===== src/rtl/ctrl_sequencer.sv =====
// Fetch/decode/execute control FSM for the 16-bit CPU: drives IR load select and
// datapath strobes, runs memory handshakes with a wait timeout, traps illegal groups.
module ctrl_sequencer #(
  parameter int unsigned MEM_TIMEOUT = 16,
  parameter logic [5:0]  GRP_NOP     = 6'h00,
  parameter logic [5:0]  GRP_ARITH1  = 6'h01,
  parameter logic [5:0]  GRP_ARITH2  = 6'h02,
  parameter logic [5:0]  GRP_GETREG  = 6'h03,
  parameter logic [5:0]  GRP_SETREG  = 6'h04,
  parameter logic [5:0]  GRP_LOAD    = 6'h05,
  parameter logic [5:0]  GRP_STORE   = 6'h06,
  parameter logic [5:0]  GRP_JUMP    = 6'h07,
  parameter logic [5:0]  GRP_HALT    = 6'h08,
  parameter logic [5:0]  GRP_IMM     = 6'h3F,
  parameter logic [4:0]  SEL_NONE    = 5'd0,
  parameter logic [4:0]  SEL_ZERO    = 5'd1,
  parameter logic [4:0]  SEL_MEM     = 5'd2
) (
  input  logic        Clk,
  input  logic        Rst,
  input  logic [5:0]  OpGrp,
  input  logic        MemReady,
  input  logic        Resume,
  output logic [4:0]  SrcIR,
  output logic        MemRead,
  output logic        MemWrite,
  output logic        AddrSel,
  output logic        PCInc,
  output logic        PCLoad,
  output logic        AccLoad,
  output logic        RegWrite,
  output logic        ImmLoad,
  output logic [2:0]  State,
  output logic [15:0] InstrCount,
  output logic        IllegalOp,
  output logic        BusErr
);

  localparam int unsigned   CW     = $clog2(MEM_TIMEOUT);
  localparam logic [CW-1:0] K_LAST = CW'(MEM_TIMEOUT - 1);

  typedef enum logic [2:0] {
    ST_RESET  = 3'd0,
    ST_FETCH  = 3'd1,
    ST_DECODE = 3'd2,
    ST_EXEC   = 3'd3,
    ST_MEM    = 3'd4,
    ST_HALT   = 3'd5
  } state_t;

  state_t        state, stateNext;
  logic [5:0]    grp;
  logic [CW-1:0] waitCnt;
  logic          timeout, cntInc, setIllegal, setBusErr;

  assign timeout = !MemReady && (waitCnt == K_LAST);
  assign State   = state;

  always_comb begin
    stateNext  = state;
    SrcIR      = SEL_NONE;
    MemRead    = 1'b0;
    MemWrite   = 1'b0;
    AddrSel    = 1'b0;
    PCInc      = 1'b0;
    PCLoad     = 1'b0;
    AccLoad    = 1'b0;
    RegWrite   = 1'b0;
    ImmLoad    = 1'b0;
    cntInc     = 1'b0;
    setIllegal = 1'b0;
    setBusErr  = 1'b0;
    case (state)
      ST_RESET: begin
        SrcIR     = SEL_ZERO;
        stateNext = ST_FETCH;
      end
      ST_FETCH: begin
        MemRead = 1'b1;
        if (MemReady) begin
          SrcIR     = SEL_MEM;
          PCInc     = 1'b1;
          stateNext = ST_DECODE;
        end else if (timeout) begin
          setBusErr = 1'b1;
          stateNext = ST_HALT;
        end
      end
      ST_DECODE: stateNext = ST_EXEC;
      ST_EXEC: begin
        cntInc    = 1'b1;
        stateNext = ST_FETCH;
        case (grp)
          GRP_NOP: ;
          GRP_ARITH1, GRP_ARITH2, GRP_GETREG: AccLoad = 1'b1;
          GRP_SETREG: RegWrite = 1'b1;
          GRP_IMM:    ImmLoad  = 1'b1;
          GRP_JUMP:   PCLoad   = 1'b1;
          GRP_LOAD, GRP_STORE: stateNext = ST_MEM;
          GRP_HALT:   stateNext = ST_HALT;
          default: begin
            // Illegal groups are not retired.
            cntInc     = 1'b0;
            setIllegal = 1'b1;
            stateNext  = ST_HALT;
          end
        endcase
      end
      ST_MEM: begin
        AddrSel  = 1'b1;
        MemRead  = (grp == GRP_LOAD);
        MemWrite = (grp == GRP_STORE);
        if (MemReady) begin
          AccLoad   = (grp == GRP_LOAD);
          stateNext = ST_FETCH;
        end else if (timeout) begin
          setBusErr = 1'b1;
          stateNext = ST_HALT;
        end
      end
      ST_HALT: begin
        if (Resume && !IllegalOp && !BusErr) stateNext = ST_FETCH;
      end
      default: stateNext = ST_RESET;
    endcase
  end

  always_ff @(posedge Clk or posedge Rst) begin
    if (Rst) begin
      state      <= ST_RESET;
      grp        <= GRP_NOP;
      waitCnt    <= '0;
      InstrCount <= '0;
      IllegalOp  <= 1'b0;
      BusErr     <= 1'b0;
    end else begin
      state <= stateNext;
      if (state == ST_DECODE) grp <= OpGrp;
      // Wait counter restarts on every state change, so it is zero on entry.
      if (stateNext != state)
        waitCnt <= '0;
      else if (!MemReady && (state == ST_FETCH || state == ST_MEM))
        waitCnt <= waitCnt + CW'(1);
      if (cntInc)     InstrCount <= InstrCount + 16'd1;
      if (setIllegal) IllegalOp  <= 1'b1;
      if (setBusErr)  BusErr     <= 1'b1;
    end
  end

endmodule


===== config.mk =====
export PLATFORM = sky130hd
export DESIGN_NAME = ctrl_sequencer
export DESIGN_NICKNAME = d
export VERILOG_FILES = /design/src/rtl/ctrl_sequencer.sv
export SDC_FILE = /design/constraint.sdc
export NUM_CORES = 1
export LEC_CHECK = 0
export CAP_MARGIN = 20
export CORE_ASPECT_RATIO = 0.75
export CORE_MARGIN = 3
export CORE_UTILIZATION = 52
export DETAILED_ROUTE_END_ITERATION = 12
export PLACE_DENSITY_LB_ADDON = 0.15
export SLEW_MARGIN = 20
export SYNTH_ARGS = -nofsm -noshare
export SYNTH_HDL_FRONTEND = slang
export SYNTH_SLANG_ARGS = --single-unit
export TNS_END_PERCENT = 100

===== constraint.sdc =====
create_clock -name Clk -period 4.65 [get_ports Clk]
set_input_delay 0.465 -clock Clk [delete_from_list [all_inputs] [get_ports Clk]]
set_output_delay 0.465 -clock Clk [all_outputs]
set_load 0.02 [all_outputs]

==> impl_metrics.tcl <==
set metrics [dict create \
    setup_viol 0 \
    peakVddDrop_uv 377.7 \
    synthArstFlopShare_pct 100.0 \
    yosysTopAreaCell "dfrtp_1" \
    ys_ff_latch 31 \
    io_buffers 40 \
    grt_overflow 0 \
    htreeDepth 2 \
    maxCapViolations 0 \
    synth.most_common_cell "dfrtp_1" \
    routed_wl_mm 3.740 \
    outcome "completed" \
    relSlewSlack_pct 61.17 \
    first_iter_violations 102 \
    initial_core_util_pct 56.40 \
    die_y_um 55.74 \
    cts_tree "built" \
    synth_commonest_cells "dfrtp_1 (31), xnor2_1 (15), nand4_1 (12), nor2_1 (12), nand2_1 (11)" \
    hold_buffers 0 \
    fin_skew_ns 0.005582 \
    cts.repair.resized 0 \
    holdPathStages 1 \
    nets 218 \
    fmax_mhz 334.1 \
    worstPathRequired_ns 4.18 \
    root_buffer "clkbuf_8" \
    postRouteAntennaNets 0 \
    dp_hpwl_mm 2.735 \
    synth-seq-area-share_pct 45.22 \
    finalHoldViolations 0 \
    place_inst 237 \
    rows 17 \
    synth_top_area_share_pct 45.22 \
    stdcell_count 244 \
    endpoint_kind "output pin" \
    via_per_inst 5.693 \
    hold_class "flip-flop to flip-flop" \
    ys_warn_count 0 \
    path_class "flip-flop to output pin" \
    core-area_um2 3042 \
    worst_slack_ns 1.657 \
    design_area_um2 2192 \
    netlist-cell-type-count 42 \
    syn_area_per_cell_um2 10.21 \
    netlist_top_cells_area "dfrtp_1 (45%), xnor2_1 (7.7%), mux2_2 (4.6%)" \
    routedWlPerCell_um 15.33 \
    track_usage_pct 20.26 \
    areaGrowthSynthToFinish_pct 27.79 \
    tns_ns 0 \
    synthFlopType "dfrtp_1" \
    die_width_um 72.32 \
    gp_congestion 0.8176 \
    slew_viol_final 0 \
    cts.path.max_buffers 2 \
    tightest_slew_ns 0.5790 \
    clkTransAtPathRegs_ns 0.07 \
    cts_buffers 5 \
    cts.sinks 31 \
    dp_slack_ns 1.984 \
    placed_cell_area_um2 2105 \
    grt_pass1_wl_mm 6.472 \
    period_needed_ns 2.993 \
    start_kind "flip-flop" \
    p_leak_uw 0.0008919 \
    antenna_found_initial 0 \
    cp_max_fo 15 \
    cts_setup_buffers 0 \
    grt_max_degree 32 \
    dieArea_um2 4031 \
    synth_enable_flop_cells 0 \
    reg2reg_depth 4 \
    vias 1389 \
    rsz0062_at_grt "no" \
    grt_pass1_vias 1400 \
    synth_cells 168 \
    worstPathArrival_ns 2.53 \
    clock_latency_ns 0.28 \
    synth_area_um2 1715 \
    period_share_pct 64.36 \
    route.detailed.drc 0 \
    drive_gt1_share_pct 12.62 \
    p_per_area_nw_per_um2 499.2 \
    antenna_cells 0 \
    dr.pass1.iters 4 \
    ios 44 \
]
## worst paths after layout
path | startpoint | to | slack (ns)
max in group asynchronous | Rst | InstrCount[9]$_DFFE_PP0P_ | 3.80
min in group asynchronous | Rst | State[1]$_DFF_PP0_ | 0.57
worst max register to register | grp[1]$_DFFE_PP0P_ | InstrCount[3]$_DFFE_PP0P_ | 2.74
worst min register to register | InstrCount[15]$_DFFE_PP0P_ | InstrCount[15]$_DFFE_PP0P_ | 0.47
worst min-delay path | InstrCount[15]$_DFFE_PP0P_ | InstrCount[15]$_DFFE_PP0P_ | 0.47
worst max-delay path | State[0]$_DFF_PP0_ | RegWrite | 1.66
## worst max-delay path, cell delays in order (launching register included)
cell and delay, ns:
dfrtp_1 0.52, nor2b_1 0.28, and2_1 0.49, nand2_1 0.14, nor3_1 0.18, clkdlybuf4s50_1 0.63
## state kept, by name, indices dropped and copies added (netlist names)
name / flops
grp: 6
State: 3
InstrCount: 16
waitCnt: 4
BusErr: 1
IllegalOp: 1
## placed cells by master, fill, tap and decap left out, drive strengths merged, types with 2 or more instances in the layout
cell type      synthesis  routed
clkdlybuf4s50          0      40
nand2                 11      11
or2                    4       4
and3                   5       5
inv                    3       3
and4                   2       2
nor2                  12      12
xor2                   5       5
nand3                 10      10
dfrtp                 31      31
ha                     2       2
conb                   1       3
a211oi                 3       3
nor2b                  4       4
xnor2                 15      15
nand4                 13      13
and2                   3       3
nor3                   5       5
clkbuf                 2       6
a31oi                  2       2
or3b                   2       2
mux2                   7       7
## final cells by class
cell class	count	area, µm²
multi-input cells	124	862.1
fillers	225	849.6
flip-flops and latches	31	775.7
repair buffers	41	407.9
clock buffers	6	82.58
well taps	38	47.55
inverters	3	11.26
clock inverters	1	5.005
## through the flow
step / utilization (%) / power [µW] / hold slack [ns]
global placement: 69.19 / 867.8 / 0.4648
CTS: 72.07 / 1098 / 0.4757
finish: 72.07 / 1094 / 0.4698
detailed placement: 69.19 / 884.1 / 0.4677
global route: 72.07 / 1163 / 0.5116
floorplan: - / 749.9 / 0.5156
## kinds of logic (layout without fill, tap and decap cells)
kind of cell / Yosys count / after routing / share of synthesized area (%)
AOI/OAI and AO/OA: 14 / 14 / 7.440
xor gates and xnor gates: 20 / 20 / 10.21
adders and majority gates: 2 / 2 / 1.459
buffers and inverters: 15 / 51 / 4.959
DFF: 31 / 31 / 45.22
muxes: 7 / 7 / 4.595
other: 1 / 3 / 0.2186
and+or+nand+nor: 78 / 78 / 25.89
## routing by layer
layer / wire length [µm] / global-route usage, % / up-vias
met5: 0 / 0 / -
met1: 1748 / 27.10 / 670
li1: - / - / 666
met3: 239 / 5.957 / 5
met2: 1714 / 31.26 / 48
met4: 38 / 6.702 / 0
## report_power, final
| part | switching [µW] | internal (µW) | leakage (µW) |
|---|---|---|---|
| clock | 98.7 | 116 | 0.0000470 |
| sequential | 109 | 329 | 0.000405 |
| combinational | 231 | 211 | 0.000440 |
No activity file was read; power rests on OpenSTA's default activity.
